## src/rtl/hybrid_boot_sequencer.sv

```systemverilog
// Boot and partial-reconfiguration sequencer for the hybrid RISC-V + CGRA system.
// It drives the configurator, CGRA and core reset/enable lines from one on-chip FSM.
module hybrid_boot_sequencer #(
    parameter int NUM_CGRA     = 1,
    parameter int RESET_CYCLES = 4,
    parameter int CFG_TIMEOUT  = 1024,
    parameter int CNT_W        = 16
) (
    input  logic                clk_i,
    input  logic                rst_ni,
    input  logic                start_i,
    input  logic                reconfig_req_i,
    input  logic [NUM_CGRA-1:0] cgra_sel_i,
    input  logic [NUM_CGRA-1:0] cfg_done_i,
    output logic                cfg_clk_en_o,
    output logic                cfg_reset_o,
    output logic [NUM_CGRA-1:0] configurator_reset_o,
    output logic [NUM_CGRA-1:0] configurator_enable_o,
    output logic [NUM_CGRA-1:0] cgra_clk_en_o,
    output logic [NUM_CGRA-1:0] cgra_reset_o,
    output logic                core_rst_no,
    output logic                core_enable_o,
    output logic                busy_o,
    output logic                error_o,
    output logic [2:0]          state_o
);

    typedef enum logic [2:0] {
        S_IDLE    = 3'd0,
        S_CFG_RST = 3'd1,
        S_CFG_RUN = 3'd2,
        S_RUN_RST = 3'd3,
        S_RUN     = 3'd4,
        S_ERROR   = 3'd5
    } state_e;

    localparam logic [CNT_W-1:0] RST_LAST = CNT_W'(RESET_CYCLES - 1);
    localparam logic [CNT_W-1:0] TO_LAST  = (CFG_TIMEOUT > 0) ? CNT_W'(CFG_TIMEOUT - 1) : '0;

    state_e              state_q, state_d;
    logic [CNT_W-1:0]    cnt_q, cnt_d, cnt_inc;
    logic [NUM_CGRA-1:0] sel_q, sel_d, done_q, done_d;
    logic                booted_q, booted_d;
    logic                accept, all_done;

    logic                cfg_clk_en_d, cfg_reset_d, core_rst_n_d, core_enable_d, busy_d, error_d;
    logic [NUM_CGRA-1:0] cfgr_reset_d, cfgr_enable_d, cgra_clk_en_d, cgra_reset_d;

    assign cnt_inc  = (&cnt_q) ? cnt_q : cnt_q + CNT_W'(1);
    assign all_done = ((done_q | cfg_done_i) & sel_q) == sel_q;
    assign state_o  = state_q;

    always_comb begin
        state_d  = state_q;
        cnt_d    = cnt_inc;
        sel_d    = sel_q;
        done_d   = done_q;
        booted_d = booted_q;
        accept   = 1'b0;
        unique case (state_q)
            S_IDLE, S_ERROR: accept = start_i;
            S_CFG_RST: begin
                if (cnt_q == RST_LAST) begin
                    state_d = S_CFG_RUN;
                    cnt_d   = '0;
                    done_d  = '0;
                end
            end
            S_CFG_RUN: begin
                done_d = done_q | (cfg_done_i & sel_q);
                // completion is tested first so it wins over a coincident timeout
                if (all_done) begin
                    state_d = S_RUN_RST;
                    cnt_d   = '0;
                end else if (CFG_TIMEOUT != 0 && cnt_q >= TO_LAST) begin
                    state_d = S_ERROR;
                end
            end
            S_RUN_RST: begin
                if (cnt_q == RST_LAST) begin
                    state_d = S_RUN;
                    cnt_d   = '0;
                end
            end
            S_RUN:   accept = reconfig_req_i;
            default: state_d = S_IDLE;
        endcase
        if (accept) begin
            sel_d   = cgra_sel_i;
            cnt_d   = '0;
            state_d = (cgra_sel_i == '0) ? S_RUN_RST : S_CFG_RST;
        end
        if (state_d == S_RUN) booted_d = 1'b1;
    end

    // Outputs are registered from the next state so they line up with state_o.
    always_comb begin
        cfg_clk_en_d  = cfg_clk_en_o;
        cfg_reset_d   = cfg_reset_o;
        cfgr_reset_d  = configurator_reset_o;
        cfgr_enable_d = configurator_enable_o;
        cgra_clk_en_d = cgra_clk_en_o;
        cgra_reset_d  = cgra_reset_o;
        core_rst_n_d  = core_rst_no;
        core_enable_d = core_enable_o;
        busy_d        = 1'b0;
        error_d       = error_o;
        unique case (state_d)
            S_CFG_RST: begin
                cfg_clk_en_d  = 1'b1;
                cfg_reset_d   = 1'b1;
                cfgr_reset_d  = configurator_reset_o | sel_d;
                cfgr_enable_d = '0;
                cgra_clk_en_d = cgra_clk_en_o & ~sel_d;
                core_enable_d = 1'b0;
                busy_d        = 1'b1;
                error_d       = 1'b0;
            end
            S_CFG_RUN: begin
                cfg_clk_en_d  = 1'b1;
                cfg_reset_d   = 1'b0;
                cfgr_reset_d  = configurator_reset_o & ~sel_d;
                cfgr_enable_d = sel_d;
                core_enable_d = 1'b0;
                busy_d        = 1'b1;
            end
            S_RUN_RST: begin
                cfg_clk_en_d  = 1'b0;
                cfgr_enable_d = '0;
                cgra_clk_en_d = cgra_clk_en_o | sel_d;
                cgra_reset_d  = cgra_reset_o | sel_d;
                core_rst_n_d  = booted_q;
                core_enable_d = 1'b0;
                busy_d        = 1'b1;
                error_d       = 1'b0;
            end
            S_RUN: begin
                cgra_reset_d  = cgra_reset_o & ~sel_d;
                core_rst_n_d  = 1'b1;
                core_enable_d = 1'b1;
            end
            S_ERROR: begin
                error_d       = 1'b1;
                cfg_clk_en_d  = 1'b0;
                cfgr_enable_d = '0;
                cfgr_reset_d  = '1;
                core_enable_d = 1'b0;
                core_rst_n_d  = booted_q;
            end
            default: begin
                cfg_clk_en_d  = 1'b0;
                cfg_reset_d   = 1'b1;
                cfgr_reset_d  = '1;
                cfgr_enable_d = '0;
                cgra_clk_en_d = '0;
                cgra_reset_d  = '1;
                core_rst_n_d  = 1'b0;
                core_enable_d = 1'b0;
                error_d       = 1'b0;
            end
        endcase
    end

    always_ff @(posedge clk_i or negedge rst_ni) begin
        if (!rst_ni) begin
            state_q               <= S_IDLE;
            cnt_q                 <= '0;
            sel_q                 <= '0;
            done_q                <= '0;
            booted_q              <= 1'b0;
            cfg_clk_en_o          <= 1'b0;
            cfg_reset_o           <= 1'b1;
            configurator_reset_o  <= '1;
            configurator_enable_o <= '0;
            cgra_clk_en_o         <= '0;
            cgra_reset_o          <= '1;
            core_rst_no           <= 1'b0;
            core_enable_o         <= 1'b0;
            busy_o                <= 1'b0;
            error_o               <= 1'b0;
        end else begin
            state_q               <= state_d;
            cnt_q                 <= cnt_d;
            sel_q                 <= sel_d;
            done_q                <= done_d;
            booted_q              <= booted_d;
            cfg_clk_en_o          <= cfg_clk_en_d;
            cfg_reset_o           <= cfg_reset_d;
            configurator_reset_o  <= cfgr_reset_d;
            configurator_enable_o <= cfgr_enable_d;
            cgra_clk_en_o         <= cgra_clk_en_d;
            cgra_reset_o          <= cgra_reset_d;
            core_rst_no           <= core_rst_n_d;
            core_enable_o         <= core_enable_d;
            busy_o                <= busy_d;
            error_o               <= error_d;
        end
    end

endmodule

```

## config.mk

```make
export PLATFORM = sky130hd
export DESIGN_NAME = hybrid_boot_sequencer
export DESIGN_NICKNAME = d
export VERILOG_FILES = /design/src/rtl/hybrid_boot_sequencer.sv
export SDC_FILE = /design/constraint.sdc
export NUM_CORES = 1
export LEC_CHECK = 0
export ABC_AREA = 1
export BUFFER_PORTS_ARGS = -buffer_cell sky130_fd_sc_hd__clkbuf_2
export CAP_MARGIN = 20
export CORE_ASPECT_RATIO = 1.2
export CORE_MARGIN = 1.5
export CORE_UTILIZATION = 52
export CTS_CLUSTER_DIAMETER = 60
export CTS_CLUSTER_SIZE = 30
export DETAILED_ROUTE_END_ITERATION = 8
export PLACE_DENSITY = 0.73
export SLEW_MARGIN = 20
export SYNTH_ARGS = -nofsm -noshare
export SYNTH_HDL_FRONTEND = slang
export SYNTH_SLANG_ARGS = --single-unit
```

## constraint.sdc

```tcl
create_clock -name clk_i -period 1.54 [get_ports clk_i]
set_input_delay 0.462 -clock clk_i [delete_from_list [all_inputs] [get_ports clk_i]]
set_output_delay 0.462 -clock clk_i [all_outputs]
set_load 0.005 [all_outputs]
```

# Word-level counts from Yosys, hierarchy flattened

Index checks and enable logic that the tools add are counted.

Word-level logic and storage cells: 82
Bits of input ports: 6
Output and inout bits: 13
Flip-flop bits (word level): 32

$lt $le $gt $ge: 1
Equality and inequality tests: 13
Add/sub/neg operators: 1
Reductions and logical operators: 15
Bitwise operators: 11
Mux-type cells: 26

Operator list:

| kind                    | number |
|---|---|
| $mux W16                | 4 |
| $pmux W16 S2            | 1 |
| $add A16 B1 Y16 const B | 1 |
| $eq A16 B2 Y1 const B   | 1 |
| $ge A16 B10 Y1 const B  | 1 |
| $reduce_and A16 Y1      | 1 |
| $mux W3                 | 5 |
| $reduce_or A3 Y1        | 5 |
| $eq A3 B2 Y1 const B    | 4 |
| $eq A3 B3 Y1 const B    | 4 |
| $pmux W1 S2             | 6 |
| $pmux W1 S3             | 4 |
| $pmux W3 S4             | 1 |
| $reduce_or A2 Y1        | 6 |
| $eq A3 B1 Y1 const B    | 2 |
| $and A1 B1 Y1           | 5 |
| $or A1 B1 Y1            | 5 |
| $mux W1                 | 4 |
| $logic_not A3 Y1        | 1 |
| $mux W2                 | 1 |
| $ne A2 B2 Y1 const B    | 1 |
| $reduce_and A2 Y1       | 1 |
| $reduce_bool A2 Y1      | 1 |
| $eq A1 B1 Y1            | 1 |
| $not A1 Y1              | 1 |

# Logic depth before layout (Yosys ltp)

Gate-level depths: netlist of run 1.

Depth in word-level cells: 9
Depth in mapped cells: 16
Gate-level depth less buffers: 16

# Worst setup path before layout of run 1

OpenSTA, ideal clock, no wires.

Kind: reg-to-reg
Start: register cnt_q[0]
End: register cnt_q[9]
Clock period less this slack: 1684 ps
Arrival: 1563 ps
Setup time: 121 ps
Cell stages (with the launch flop): 11
Setup slack: -144 ps
Cell sequence: dfrtp_1 > ha_1 > nand3_1 > nor2_4 > nand2_4 > nor3_4 > nand2_2 > buf_6 > nand2_1 > xor2_1 > nor2_1

Word-level cells in the longest chain between the ends: 5
Elaborated cells on any way between the ends: 8

RTL lines:

| element                                               | RTL line   | text |
|---|---|---|
| from (decl)                                           | 41         | `logic [CNT_W-1:0] cnt_q, cnt_d, cnt_inc;` |
| from (signal assigned)                                | 183        | `cnt_q <= cnt_d;` |
| $add A16 B1 Y16 or $reduce_and A16 Y1 (tied branches) | 49         | `assign cnt_inc = (&cnt_q) ? cnt_q : cnt_q + CNT_W'(1);` |
| $mux W16                                              | 49         |  |
| $mux W16, on equally long branches                    | 63, 80, 72 |  |
| $pmux W16 S2 (*)                                      | 60         | `unique case (state_q)` |
| $mux W16 (*)                                          | 88         | `if (accept) begin` |
| via cnt_d[9]                                          | 41         |  |

The timed path passes the listed nets; every way through them passes the cells marked *.
A chain may end at the register's enable or synchronous reset.

# Worst setup path after layout of run 1

Start: register cnt_q[1]
End: register cgra_clk_en_o

Word-level cells in the longest chain between the ends: 8
Elaborated cells on any way between the ends: 15

RTL lines:

| element                                      | RTL line | text |
|---|---|---|
| $ge A16 B10 Y1                               | 75       | `end else if (CFG_TIMEOUT != 0 && cnt_q >= TO_LAST) begin` |
| $mux W3                                      | 75       |  |
| $mux W3                                      | 72       | `if (all_done) begin` |
| $pmux W3 S4 (*)                              | 60       |  |
| $mux W3 (*)                                  | 88       |  |
| via state_d[1]                               | 40       | `state_e state_q, state_d;` |
| $eq A3 B3 Y1 or $eq A3 B2 Y1 (tied branches) | 108      | `unique case (state_d)` |
| $reduce_or A3 Y1 (no source line)            | -        |  |
| $pmux W1 S3                                  | 108      |  |
| to (signal assigned)                         | 191      | `cgra_clk_en_o <= cgra_clk_en_d;` |
| to (decl)                                    | 19       | `output logic [NUM_CGRA-1:0] cgra_clk_en_o,` |

Marks and branches as above.

==> flow_metrics.tcl, run 1 <==
set metrics [dict create \
    endpoint_kind "flop" \
    relSlewSlack_pct 72.7 \
    core-area_sq_mm 0.00337 \
    p_leak_nw 1.43 \
    wl_per_cell_um 13.0 \
    utilization_pct 79.4 \
    maxCapViolations 0 \
    ys_async_sr_fraction_pct 100 \
    initial_utilization_pct 55.0 \
    timing.fmax_mhz 547 \
    antenna_found_initial 0 \
    slowest_stage "dfrtp_1" \
    place.gp.congestion 0.888 \
    drt_first_pass_iters 4 \
    dpl_cell_area_sq_mm 0.00243 \
    fin_area_sq_mm 0.00267 \
    startpoint_type "flop" \
    finalSetupTns_ns -4.25 \
    synth-seq-cells 32 \
    antenna_left 0 \
    busiest_layer "met2" \
    synth_top_cells_by_area "dfrtp_1 (39%), nand2_1 (9.7%), nand3_1 (4.9%)" \
    synth.avg_cell_area_sq_um 8.13 \
    vias 1830 \
    critical_path_class "flop to flop" \
    layout-drive-gt1-share_pct 49.7 \
    worst_slack_ns -0.288 \
    worstMarginPinSlew_ns 0.406 \
    synth_edf_count 0 \
    area_delta_synth_final_pct 44.3 \
    arrival_ns 2.01 \
    period_share_pct 119 \
    required_ns 1.72 \
    maxSlewViolCount 0 \
    cts_buffers 5 \
    violations "negative setup slack" \
    grt_pass1_wl_um 7310 \
    fp.dieArea_sq_mm 0.00393 \
    drt_iter0_drc 84 \
    max_stage_delay_ns 0.40 \
    post-synth-top-area-fraction_pct 39.2 \
    rsz0062_at_grt "yes" \
    grtUsageTotal_pct 25.3 \
    dieWidth_um 57.5 \
    worstHoldPathType "input pin to asynchronous set/reset pin" \
    synth_top_cell_by_area "dfrtp_1" \
    setup_viol 29 \
    cts.sinks 32 \
    synth_cells 228 \
    tritoncts "yes" \
    antenna_cells 0 \
    r2r_start "cnt_q[1]" \
    nets 324 \
    ys_warn_count 0 \
    cts_root_buf "clkbuf_8" \
    htreeDepth 2 \
    grt_pass1_vias 1736 \
    hpwl_um 3430 \
    crit_start "cnt_q[1]" \
    die_y_um 68.4 \
    design_power_total_mw 4.75 \
    ioPinCount 19 \
    fin_crit_ns 1.83 \
    grt_max_degree 33 \
    crit_top_cell "nand2_2" \
    gr-usage-met1_pct 26.6 \
    use_met2_pct 46.4 \
    grt-ovfl-total 0 \
    io_buffers 18 \
    clk_latency_ns 0.30 \
    routed_wl_um 4600 \
    synth.net_count 235 \
    outcome "finished with violations" \
    whs_ns 0.175 \
    clkTransAtPathRegs_ns 0.07 \
    vias_per_cell 5.15 \
    ys_seq_area_share_pct 43.4 \
    crit_fanout 6 \
    skew_ns 0.00548 \
    use_met3_pct 6.24 \
    post-route-drc-count 0 \
    clk_path_buf_depth 2 \
    fill_cells 218 \
    synth_area_sq_mm 0.00185 \
    crit_chain "ha_4, inv_2, nor2_1, nand3_1, nor2_2, nand2_2, nand2_4, nand2_2, inv_2, nand3_4, nand2_2, nand2_1, nand2_1, nand3_1" \
    synth.distinct_cells 36 \
    yosys_most_used_dff "dfrtp_1" \
    hold_violations 0 \
    placement_rows 23 \
    irDropWorstVdd_v 0.00154 \
    cellPowerDensity_mw_per_mm2 1780 \
]
-- worst paths after layout --
kind	to	slack (ns)	depth (start not counted)
max	cgra_clk_en_o	-0.29	14
max reg2reg	cgra_clk_en_o	-0.29	14
max in group asynchronous	cfg_reset_o	1.03	2
min reg2reg	booted_q	0.47	2
min	cnt_q[13]	0.17	2
min in group clk_i	booted_q	0.47	2
-- registers in the layout (all words and copies together) (netlist names) --
register	flops
configurator_reset_o	1
configurator_enable_o	1
cfg_clk_en_o	1
core_enable_o	1
error_o	1
sel_q	1
booted_q	1
busy_o	1
cfg_reset_o	1
cnt_q	16
core_rst_no	1
done_q	1
state_o	3
cgra_reset_o	1
cgra_clk_en_o	1
-- cells in the mapped netlist, types with 4 or more instances --
| cell type | n |
|---|---|
| o21ai_0 | 4 |
| nand2_1 | 48 |
| nand2_2 | 13 |
| inv_1 | 22 |
| a21oi_1 | 10 |
| nand2_4 | 4 |
| dfrtp_1 | 29 |
| nor2_1 | 21 |
| xor2_1 | 4 |
| nor3_1 | 4 |
| nand3_1 | 18 |
| inv_2 | 10 |
-- cell usage in the layout (no fill, tap or decap), types with 3 or more instances in the layout --
cell type / instances
o211ai_1: 3
clkbuf_8: 5
nand2_4: 6
a31oi_1: 3
inv_1: 18
nand2_1: 43
buf_6: 4
dfrtp_1: 27
clkbuf_2: 18
buf_4: 62
a21oi_1: 9
nand3_1: 13
o21ai_1: 3
nand2_2: 16
nand4_1: 3
nor3_1: 4
dfstp_2: 3
inv_2: 13
xor2_1: 4
nor2_4: 3
nand3_2: 7
nor2_1: 20
o21ai_0: 4
nor2_2: 3
-- cell type report --
type                    instances  area [sq um]  share of cell area, %
clock buffers                   5          68.8                   2.57
clock inverters                 3          23.8                  0.889
inverters                      33           128                   4.77
multi-input cells             161          1000                   37.4
flip-flops and latches         32           807                   30.2
well taps                      37          46.3                   1.73
repair buffers                 84           601                   22.5
-- routing by layer --
metal	wire length (um)	part of all wire, %
met1	1890	41
met2	2400	52
met3	158	3.4
met4	151	3.3
met5	0	0
-- cells by family (layout without fill, tap and decap cells) --
family	count (synthesis)	count (layout)	share of synthesized area, %
compound gates	26	26	8.04
xor+xnor	6	6	2.84
fa+ha+maj	1	1	0.675
buf+inv	35	125	7.63
flops	32	32	43.4
simple gates	128	128	37.4
-- through the flow --
stage	setup WS, ns	instances
final	-0.288	355
after global routing	-0.385	355
after detailed placement	-0.370	339
after global placement	-0.193	339
after floorplan	-0.100	228
after CTS	-0.244	352
-- critical path, delay by kind of cell, from the launching register on --
family                     cells  cell delay (ns)
DFF                            1             0.40
buffers and inverters          2             0.11
and+or+nand+nor               11             1.02
adders and majority gates      1             0.17
-- power by group --
group          internal (mW)  total (mW)  switching (mW)
Combinational           1.31        2.86            1.55
Clock                  0.320       0.670           0.350
Sequential              1.07        1.23           0.161
Total                   2.70        4.75            2.06
-- timing repair --
item,in CTS,in global routing
buffers inserted,6,3
gates resized for setup,19,7
pin swaps,3,5
setup endpoints to repair,29,30
hold buffers,0,0
Note: power is estimated with default switching activity, not from simulation.
==> run 2: changes to the inputs <==
--- a/config.mk
+++ b/config.mk
@@ -6,7 +6,7 @@
 export NUM_CORES = 1
 export LEC_CHECK = 0
 export ABC_AREA = 1
-export BUFFER_PORTS_ARGS = -buffer_cell sky130_fd_sc_hd__clkbuf_2
+export BUFFER_PORTS_ARGS = -buffer_cell sky130_fd_sc_hd__buf_2
 export CAP_MARGIN = 20
 export CORE_ASPECT_RATIO = 1.2
 export CORE_MARGIN = 1.5
@@ -15,6 +15,7 @@
 export CTS_CLUSTER_SIZE = 30
 export DETAILED_ROUTE_END_ITERATION = 8
 export PLACE_DENSITY = 0.73
+export REMOVE_ABC_BUFFERS = 1
 export SLEW_MARGIN = 20
 export SYNTH_ARGS = -nofsm -noshare
 export SYNTH_HDL_FRONTEND = slang
==> flow_metrics.tcl, run 2 (synthesis results as in run 1) <==
set metrics [dict create \
    outcome "finished with violations" \
    violations "negative setup slack" \
    crit_fanout 6 \
    drt_iter0_drc 55 \
    maxSlewViolCount 0 \
    crit_chain "ha_4, nand3_1, nor2_4, nand2_4, nand3_1, nand2_1, nand2_2, nand3_4, nand2_4, nand2_2, nand2_1, nand2_1, nand2_1" \
    cts_root_buf "clkbuf_8" \
    p_leak_nw 1.39 \
    cellPowerDensity_mw_per_mm2 1830 \
    antenna_found_initial 0 \
    cts.sinks 32 \
    grt-ovfl-total 0 \
    antenna_left 0 \
    die_y_um 68.4 \
    drt_first_pass_iters 4 \
    hpwl_um 3220 \
    multi_input_area_sq_mm 0.00100 \
    endpoint_kind "flop" \
    fin_crit_ns 1.84 \
    fp.dieArea_sq_mm 0.00393 \
    fill_cells 221 \
    tritoncts "yes" \
    crit_top_cell "nand2_1" \
    critical_path_class "flop to flop" \
    ioPinCount 19 \
    layout-drive-gt1-share_pct 46.8 \
    dieWidth_um 57.5 \
    irDropWorstVdd_v 0.00201 \
    clk_path_buf_depth 2 \
    io_buffers 18 \
    cts_buffers 5 \
    core-area_sq_mm 0.00337 \
    rsz0062_at_grt "yes" \
    place.gp.congestion 0.871 \
    grt_pass1_wl_um 7660 \
    hold_violations 0 \
    numPlacedInstances 330 \
    period_share_pct 119 \
    startpoint_type "flop" \
    skew_ns 0.00540 \
    clkTransAtPathRegs_ns 0.07 \
    whs_ns 0.182 \
    placement_rows 23 \
    largest_register_ffs 16 \
    htreeDepth 2 \
    ff_latch_area_sq_um 805 \
    cts.hold.buffers_added 0 \
    layout_common_cells "buf_4 (59), nand2_1 (42), dfrtp_1 (29), nor2_1 (20), inv_1 (19)" \
    wl_per_cell_um 14.2 \
    grt_pass1_vias 1766 \
    grtUsageTotal_pct 26.2 \
    clk_latency_ns 0.29 \
    initial_utilization_pct 55.0 \
    arrival_ns 2.07 \
    nets 318 \
    setup_viol 29 \
    vias 1819 \
    dpl_cell_area_sq_mm 0.00234 \
    fin_area_sq_mm 0.00264 \
    max_stage_delay_ns 0.42 \
    post-route-drc-count 0 \
    slowest_stage "dfrtp_1" \
    required_ns 1.77 \
    relSlewSlack_pct 73.1 \
    routed_wl_um 4970 \
    grt_max_degree 33 \
    layout_commonest_cell "buf_4" \
    maxCapViolations 0 \
    worstMarginPinSlew_ns 0.404 \
    area_delta_synth_final_pct 42.5 \
    worstHoldPathType "input pin to asynchronous set/reset pin" \
    timing.fmax_mhz 544 \
    antenna_cells 0 \
    vias_per_cell 5.21 \
    fin_cells 349 \
    largest-register "cnt_q" \
    worst_slack_ns -0.297 \
    r2r_cells 13 \
]
==> run 2: power breakdown <==
| part | internal (mW) | switching [mW] | total, mW |
|---|---|---|---|
| Combinational | 1.25 | 1.54 | 2.79 |
| Sequential | 1.06 | 0.156 | 1.22 |
| Clock | 0.479 | 0.339 | 0.817 |
==> run 2: critical path, delay by kind of cell, from the launching register on <==
kind	cells	cell delay, ns
AND/OR/NAND/NOR	12	1.17
flip-flops	1	0.42
adder cells (fa/ha/maj)	1	0.18
==> run 2: final cells by class <==
cell class	count	area share, %
inverters	33	4.93
well taps	37	1.75
flip-flops and latches	32	30.5
clock inverters	3	1.61
repair buffers	78	20.6
multi-input cells	161	38.0
clock buffers	5	2.61
==> run 2: worst paths after layout <==
kind,startpoint,slack (ns),endpoint
setup / recovery,cnt_q[1],-0.30,configurator_reset_o
hold / removal,rst_ni,0.18,cnt_q[10]
setup reg to reg,cnt_q[1],-0.30,configurator_reset_o
hold reg to reg,booted_q,0.46,booted_q
max in group asynchronous,rst_ni,1.03,cfg_reset_o
min in group clk_i,booted_q,0.46,booted_q
==> run 2: timing repair <==
action | CTS | global route
setup endpoints to repair | 28 | 29
setup buffers | 7 | 4
pin swaps | 4 | 12
gates resized for setup | 12 | 15
==> run 2: per-layer routing <==
metal / part of all wire [%] / GRT usage (%) / routed length (um)
met5: 0 / 0 / 0
met4: 2.4 / 11.3 / 121
met3: 2.5 / 5.48 / 122
met2: 54 / 48.7 / 2700
met1: 41 / 28.6 / 2020
==> run 2: per-stage QoR <==
stage | setup slack, ns | TNS (ns) | util (%) | power [mW]
2_1_floorplan | -0.184 | -2.09 | - | 2.61
3_3_place_gp | -0.267 | -4.58 | 69.5 | 3.58
3_5_place_dp | -0.358 | -6.29 | 69.5 | 3.63
4_1_cts | -0.247 | -4.16 | 75.7 | 4.63
5_1_grt | -0.456 | -9.44 | 78.4 | 5.17
6_report | -0.297 | -5.78 | 78.4 | 4.83
==> run 3: changes to the inputs <==
--- a/config.mk
+++ b/config.mk
@@ -20,3 +20,4 @@
 export SYNTH_ARGS = -nofsm -noshare
 export SYNTH_HDL_FRONTEND = slang
 export SYNTH_SLANG_ARGS = --single-unit
+export TNS_END_PERCENT = 50
==> flow_metrics.tcl, run 3 (synthesis results as in run 1) <==
set metrics [dict create \
    required_ns 1.72 \
    core-area_sq_mm 0.00337 \
    tritoncts "yes" \
    power_frac_seq_pct 25.2 \
    fin_cells 348 \
    antenna_left 0 \
    worst_slack_ns -0.347 \
    p_leak_nw 1.41 \
    p_int_mw 2.80 \
    antenna_found_initial 0 \
    post-route-drc-count 0 \
    place.gp.congestion 0.871 \
    irDropWorstVdd_v 0.00200 \
    clk_latency_ns 0.29 \
    layout_common_cells "buf_4 (57), nand2_1 (43), dfrtp_1 (29), nor2_1 (19), inv_1 (19)" \
    grt_max_degree 33 \
    outcome "finished with violations" \
    clkTransAtPathRegs_ns 0.07 \
    vias 1802 \
    die_y_um 68.4 \
    cts_buffers 5 \
    arrival_ns 2.07 \
    grt-ovfl-total 0 \
    wl_per_cell_um 14.2 \
    timing.fmax_mhz 530 \
    maxCapViolations 0 \
    grtUsageTotal_pct 24.8 \
    drt_iter0_drc 54 \
    dieWidth_um 57.5 \
    fp.dieArea_sq_mm 0.00393 \
    largest_register_ffs 16 \
    fill_cells 212 \
    swShare_pct 41.8 \
    netSwitchingPower_mw 2.01 \
    cts_root_buf "clkbuf_8" \
    clk_path_buf_depth 2 \
    placement_rows 23 \
    fin_crit_ns 1.89 \
    drt_first_pass_iters 4 \
    hpwl_um 3220 \
    p_comb_share_pct 58.0 \
    cellPowerDensity_mw_per_mm2 1810 \
    setup_viol 29 \
    cts.sinks 32 \
    crit_fanout 6 \
    antenna_cells 0 \
    routed_wl_um 4950 \
    initial_utilization_pct 55.0 \
    layout-drive-gt1-share_pct 47.9 \
    numPlacedInstances 330 \
    endpoint_kind "flop" \
    skew_ns 0.00557 \
    ioPinCount 19 \
    violations "negative setup slack" \
    nets 317 \
    multi_input_area_sq_mm 0.00103 \
    startpoint_type "flop" \
    hold_violations 0 \
    htreeDepth 2 \
    layout_commonest_cell "buf_4" \
    gr-usage-met1_pct 28.3 \
    pre_cts_ws_ns -0.358 \
    grt_pass1_vias 1681 \
    io_buffers 18 \
    critical_path_class "flop to flop" \
    largest-register "cnt_q" \
    relSlewSlack_pct 73.4 \
    grt_pass1_wl_um 7280 \
    maxSlewViolCount 0 \
    vias_per_cell 5.18 \
    use_met3_pct 5.10 \
    area_delta_synth_final_pct 43.9 \
    rsz0062_at_grt "yes" \
    clockPowerShare_pct 16.8 \
    ff_latch_area_sq_um 805 \
    busiest_layer "met2" \
    worstMarginPinSlew_ns 0.395 \
    use_met2_pct 45.9 \
    period_share_pct 123 \
    worstHoldPathType "input pin to asynchronous set/reset pin" \
]
run 3: changes by cell type in the layout (fill, tap and decap cells not counted), sizes merged:
| cell | change |
|---|---|
| buf | -1 |
run 3: final cells by class:
| class | count | area share [%] |
|---|---|---|
| Sequential cell | 32 | 30.2 |
| Clock buffer | 5 | 2.58 |
| Multi-Input combinational cell | 161 | 38.7 |
| Inverter | 33 | 4.97 |
| Timing Repair Buffer | 77 | 20.3 |
| Tap cell | 37 | 1.74 |
| Clock inverter | 3 | 1.60 |
run 3: metal layers:
layer	wire length [um]	up-vias	share of wire (%)
met2	2660	41	54
met4	136	0	2.7
met3	147	13	3.0
met5	0	-	0
li1	-	901	-
met1	2010	847	41
run 3: per-stage QoR:
stage | hold WS, ns | setup TNS [ns] | total power [mW] | instance area (sq um) | utilization (%)
after floorplan | 0.166 | -2.09 | 2.61 | 1840 | -
after global routing | 0.221 | -10.64 | 5.17 | 2670 | 79.2
after global placement | 0.447 | -4.58 | 3.58 | 2340 | 69.5
after CTS | 0.194 | -4.24 | 4.63 | 2510 | 74.6
after detailed placement | 0.452 | -6.29 | 3.63 | 2340 | 69.5
final | 0.183 | -7.41 | 4.82 | 2670 | 79.2
run 3: power by group through the flow:
stage / Clock [mW] / Sequential, mW / Combinational [mW]
global placement: 0 / 1.20 / 2.38
CTS: 0.834 / 1.20 / 2.60
floorplan: 0 / 1.21 / 1.40
finish: 0.811 / 1.22 / 2.79
detailed placement: 0 / 1.20 / 2.43
global route: 0.869 / 1.24 / 3.06
run 3: timing repair:
item | CTS | global route
setup buffers | 3 | 7
endpoints found under the setup margin | 28 | 29
pin swaps | 1 | 22
resized for setup | 10 | 25
hold buffers | 0 | 0
run 3: path summary, 6_finish.rpt:
kind / start / end / slack (ns) / cells after the start
setup reg to reg: cnt_q[1] / cnt_q[0] / -0.35 / 10
max in group asynchronous: rst_ni / cfg_reset_o / 1.02 / 2
min in group clk_i: booted_q / booted_q / 0.46 / 2
hold reg to reg: booted_q / booted_q / 0.46 / 2
setup / recovery: cnt_q[1] / cnt_q[0] / -0.35 / 10
hold / removal: rst_ni / cnt_q[10] / 0.18 / 2
run 3: critical path, stage by stage, from the launching register on:
cell     delay [ns]
dfrtp_1        0.41
ha_4           0.18
buf_4          0.12
nand3_4        0.07
nor2_4         0.15
nand2_4        0.10
nor3_4         0.24
nand2_4        0.13
buf_6          0.17
xnor2_2        0.15
nor2_1         0.06
